**src/rtl/stopwatch_ctrl.sv**
```systemverilog
// Control FSM for the 4-digit BCD stopwatch: turns button edges into counter go/clr,
// selects live/lap/final time for the display and flags counter wrap-around.
module stopwatch_ctrl #(
  parameter bit AUTO_STOP = 1'b1
) (
  input  logic       clk,
  input  logic       reset,
  input  logic       start_stop,
  input  logic       lap_clr,
  input  logic [3:0] cnt_d3,
  input  logic [3:0] cnt_d2,
  input  logic [3:0] cnt_d1,
  input  logic [3:0] cnt_d0,
  output logic       go,
  output logic       clr,
  output logic [3:0] disp_d3,
  output logic [3:0] disp_d2,
  output logic [3:0] disp_d1,
  output logic [3:0] disp_d0,
  output logic       running,
  output logic       lap_active,
  output logic       ovf
);

  typedef enum logic [1:0] {StIdle, StRun, StLap, StStop} state_e;

  state_e      state_q, state_d;
  logic [15:0] hold_q, hold_d;
  logic [15:0] cnt_prev_q;
  logic        ss_prev_q, lap_prev_q;
  logic        ovf_q, ovf_d;

  logic [15:0] cnt;
  logic [15:0] disp;
  logic        ss_pulse, lap_pulse, wrap;

  assign cnt       = {cnt_d3, cnt_d2, cnt_d1, cnt_d0};
  assign ss_pulse  = start_stop & ~ss_prev_q;
  assign lap_pulse = lap_clr & ~lap_prev_q;
  assign wrap      = ((state_q == StRun) || (state_q == StLap)) &&
                     (cnt_prev_q == 16'h9999) && (cnt == 16'h0000);

  // Previous levels reset high so a button held through reset must be re-pressed.
  always_ff @(posedge clk) begin
    if (reset) begin
      state_q    <= StIdle;
      hold_q     <= 16'h0000;
      cnt_prev_q <= 16'h0000;
      ss_prev_q  <= 1'b1;
      lap_prev_q <= 1'b1;
      ovf_q      <= 1'b0;
    end else begin
      state_q    <= state_d;
      hold_q     <= hold_d;
      cnt_prev_q <= cnt;
      ss_prev_q  <= start_stop;
      lap_prev_q <= lap_clr;
      ovf_q      <= ovf_d;
    end
  end

  always_comb begin
    state_d = state_q;
    hold_d  = hold_q;
    ovf_d   = ovf_q;
    case (state_q)
      StIdle: begin
        if (ss_pulse)       state_d = StRun;
        else if (lap_pulse) ovf_d   = 1'b0;
      end
      StRun: begin
        if (ss_pulse) begin
          state_d = StStop;
          hold_d  = cnt;
        end else if (lap_pulse) begin
          state_d = StLap;
          hold_d  = cnt;
        end
      end
      StLap: begin
        if (ss_pulse) begin
          state_d = StStop;
          hold_d  = cnt;
        end else if (lap_pulse) begin
          state_d = StRun;
        end
      end
      StStop: begin
        if (ss_pulse) begin
          state_d = StRun;
        end else if (lap_pulse) begin
          state_d = StIdle;
          hold_d  = 16'h0000;
          ovf_d   = 1'b0;
        end
      end
      default: state_d = StIdle;
    endcase
    // Overflow overrides any button command in the same cycle.
    if (wrap) begin
      ovf_d = 1'b1;
      if (AUTO_STOP) begin
        state_d = StStop;
        hold_d  = 16'h9999;
      end
    end
  end

  always_comb begin
    go         = 1'b0;
    clr        = 1'b1;
    running    = 1'b0;
    lap_active = 1'b0;
    disp       = 16'h0000;
    case (state_q)
      StIdle: disp = 16'h0000;
      StRun: begin
        go      = 1'b1;
        clr     = 1'b0;
        running = 1'b1;
        disp    = cnt;
      end
      StLap: begin
        go         = 1'b1;
        clr        = 1'b0;
        running    = 1'b1;
        lap_active = 1'b1;
        disp       = hold_q;
      end
      StStop: disp = hold_q;
      default: disp = 16'h0000;
    endcase
  end

  assign disp_d3 = disp[15:12];
  assign disp_d2 = disp[11:8];
  assign disp_d1 = disp[7:4];
  assign disp_d0 = disp[3:0];
  assign ovf     = ovf_q;

endmodule
```
**config.mk**
```make
export PLATFORM = sky130hd
export DESIGN_NAME = stopwatch_ctrl
export DESIGN_NICKNAME = d
export VERILOG_FILES = /design/src/rtl/stopwatch_ctrl.sv
export SDC_FILE = /design/constraint.sdc
export NUM_CORES = 1
export LEC_CHECK = 0
export CAP_MARGIN = 20
export CORE_MARGIN = 2
export CORE_UTILIZATION = 51
export CTS_BUF_LIST = sky130_fd_sc_hd__clkbuf_4 sky130_fd_sc_hd__clkbuf_8
export DETAILED_ROUTE_END_ITERATION = 7
export PLACE_DENSITY_LB_ADDON = 0.1
export SKIP_LAST_GASP = 1
export SYNTH_ARGS = -nofsm -noshare
export SYNTH_HDL_FRONTEND = slang
export SYNTH_SLANG_ARGS = --single-unit
```
**constraint.sdc**
```tcl
create_clock -name clk -period 2.27 [get_ports clk]
set_input_delay 0.3405 -clock clk [delete_from_list [all_inputs] [get_ports clk]]
set_output_delay 0.3405 -clock clk [all_outputs]
set_load 0.005 [all_outputs]
```
==> impl_metrics.tcl <==
set metrics [dict create \
    run_status "finished clean" \
    layout-drive-gt1-share_pct 21.8 \
    finalWeightedCongestion 0.791 \
    ir_worst_vdd_mv 0.510 \
    worstSetupStartpointType "flip-flop" \
    worstPathRequired_ns 1.93 \
    grt_setup_unrepaired "true" \
    worst-setup-path-type "flip-flop to output pin" \
    fmaxAchievable_mhz 444 \
    regArea_um2 746 \
    hold_path_startpoint "ovf" \
    number_of_flops_mapped_to_enable_cells_by_yosys 0 \
    pre_cts_ws_ns -0.130 \
    power_density_nw_per_um2 960 \
    wl_per_cell_um 16.5 \
    fin_worst_hold_slack_ns 0.483 \
    detailroute.via_count 1638 \
    setup_viol_count_final 0 \
    cts-buffers-inserted 5 \
    gr-total-overflow 0 \
    worst_flop_to_flop_path_endpoint "hold_q[1]" \
    reg2reg_from "state_q[1]" \
    final_cells 303 \
    floorplan_die_width_um 62.9 \
    dp_hpwl_um 3240 \
    final_hold_viol_count 0 \
    final.period_utilization_pct 99.2 \
    dp_cells 280 \
    post_synth_xor_area_fraction_pct 0 \
    drt-pass1-iter-count 4 \
    finalClockSkew_ns 0.0141 \
    timing.setup.tns_ns 0 \
    worstSetupEndpointType "output pin" \
    synth-seq-area-share_pct 41.9 \
    drc_violation_count_after_routing 0 \
    commonest_non_fill_non_tap_cell_in_the_layout "dfxtp_1" \
    cts.path.max_buffers 2 \
    final_max_slew_viol_count 0 \
    cts-root-buf "clkbuf_4" \
    layout.core_utilization_pct 75.4 \
    delay_heaviest_family_cp "buffers and inverters" \
    synth.distinct_cells 35 \
    grt_use_total_pct 24.9 \
    drtIter0Drc 98 \
    synth_area_um2 1770 \
    main_combinational_cell_family_by_area_after_synthesis "simple AND/OR/NAND/NOR gates" \
    asyncSetResetFlopFracSynth_pct 0 \
    clkLatencyLatePin_ns 0.35 \
    drt_antenna_net_count 0 \
    grt_first_pass_wirelength_um 7650 \
    ys_dominant_reg_cell "dfxtp_1" \
    critPathMaxFanout 6 \
    fillCellCount 247 \
    synthesis.instances 197 \
    first_global_vias 1619 \
    finalWorstSetupSlack_ns 0.0180 \
    fp-row-count 21 \
    ys_ff_latch 37 \
    start_util_pct 52.9 \
    timing_worst_slew_pin_value_ns 0.545 \
    dieArea_um2 3950 \
    r2r_depth 8 \
    final_nets 281 \
    n_antenna_cell 0 \
    r2r_setup_slack_ns 0.11 \
    yosys_warnings 0 \
    layout_common_cells "dfxtp_1 (35), nor2b_1 (33), nor2_1 (27), clkdlybuf4s50_1 (27), buf_4 (24)" \
    port_buffers 40 \
    number_of_antenna_violations_at_the_first_check_in_global_routing 0 \
    worstPathCellList "ha_2, or2_4, a22oi_1, nor2_1, clkdlybuf4s50_1" \
    syn2layout_area_growth_pct 42.5 \
    worst_hold_path.num_cells 2 \
    critical_path_depth 5 \
    cts_tree "yes" \
    die_height_um 62.9 \
    post_synth_mux_area_share_pct 10.3 \
    crit_buf_inv 1 \
    layout_min_cycle_time_ns 2.25 \
    slew-limit-headroom_pct 63.2 \
    finalWirelength_um 5000 \
    yosys.area_share.simple_pct 27.1 \
    share_of_the_synthesized_area_in_compound_gates_ao_oa_aoi_oai_pct 12.7 \
    drv_cap 0 \
    synth_adder_area_share_pct 3.54 \
    cp_slowest_stage_delay_ns 0.44 \
    grt_max_degree 20 \
    core_area_um2 3340 \
    critPathArrivalTime_ns 1.91 \
    cts-htree-levels 2 \
    cp_slowest_cell "clkdlybuf4s50_1" \
    min_path_type "flip-flop to flip-flop" \
    multi_input_gate_area_in_the_final_layout_um2 1020 \
    clock_sinks 37 \
    quantity_of_hold_fixing_buffers_added_after_cts 0 \
    synthesis.area_per_instance_um2 8.97 \
    detail_route.vias_per_cell 5.41 \
    leakage_nw 1.06 \
    clk_transition_reported_paths_ns 0.12 \
    min_delay_worst_endpoint "ovf" \
    synth.net_count 222 \
    design.portCount 41 \
]
registers in the layout (all words and copies together), names as in the netlist:
| name | count |
|---|---|
| state_q | 2 |
| lap_prev_q | 1 |
| cnt_prev_q | 16 |
| ss_prev_q | 1 |
| ovf | 1 |
| hold_q | 16 |
kinds of logic (layout without fill, tap and decap cells):
group | after synthesis | after routing
buffers and inverters | 19 | 77
adders and majority gates | 5 | 5
DFF | 37 | 37
and+or+nand+nor | 84 | 86
muxes | 18 | 18
AOI/OAI and AO/OA | 34 | 34
power by group:
group	switching, W	internal, W
Sequential	0.0000608	0.000744
Combinational	0.000541	0.000596
Clock	0.000229	0.000246
synthesized netlist by cell type (all sizes together), types with 3 or more instances:
cell type  number  share of area, %
nor2           27               5.7
mux2i          17               9.6
a22oi          16               6.8
inv             4              0.85
buf             6               1.7
or2             4               1.4
clkbuf          9               1.9
dfxtp          37                42
ha              5               3.5
nor2b          33                12
nor4b           3               1.8
nand3           3               1.1
a21oi           4               1.1
o21ai           9               2.5
through the flow:
step / total power (W) / cell area [µm²]
floorplan: 0.00136 / 1770
global placement: 0.00169 / 2260
detailed placement: 0.00174 / 2260
CTS: 0.00224 / 2400
global route: 0.00255 / 2520
finish: 0.00242 / 2520
per-layer routing:
metal / share of wire (%) / wire length (µm) / track usage [%] / vias to the layer above
li1: - / - / - / 794
met5: 0 / 0 / 0 / -
met4: 1.7 / 87 / 8.06 / 0
met1: 43 / 2130 / 29.3 / 792
met2: 51 / 2570 / 44.2 / 42
met3: 4.2 / 210 / 5.95 / 10
cell type report:
type / instances / area share, %
multi-input combinational: 143 / 40.4
sequential: 37 / 29.6
timing repair buffer: 65 / 23.8
tap: 46 / 2.29
clock buffer: 6 / 1.79
clock inverter: 2 / 1.54
inverter: 4 / 0.596
worst max path at each step:
| stage | start | to |
|---|---|---|
| after floorplan | state_q[0] | hold_q[10] |
| after global placement | cnt_d0[1] | hold_q[10] |
| after detailed placement | cnt_d0[1] | hold_q[4] |
| after CTS | state_q[0] | disp_d3[3] |
| after global routing | state_q[1] | disp_d2[1] |
| final | state_q[1] | disp_d2[1] |
timing repair:
item,in CTS,in global routing
gates cloned,2,0
gates resized for setup,17,17
setup endpoints to repair,17,29
setup buffers,4,9
tightest hold or removal path, delay by kind of cell (launching register included):
| kind | cells | cell delay (ns) |
|---|---|---|
| AO/OA/AOI/OAI | 2 | 0.12 |
| flip-flops | 1 | 0.33 |
No activity file was read; power rests on OpenSTA's default activity.
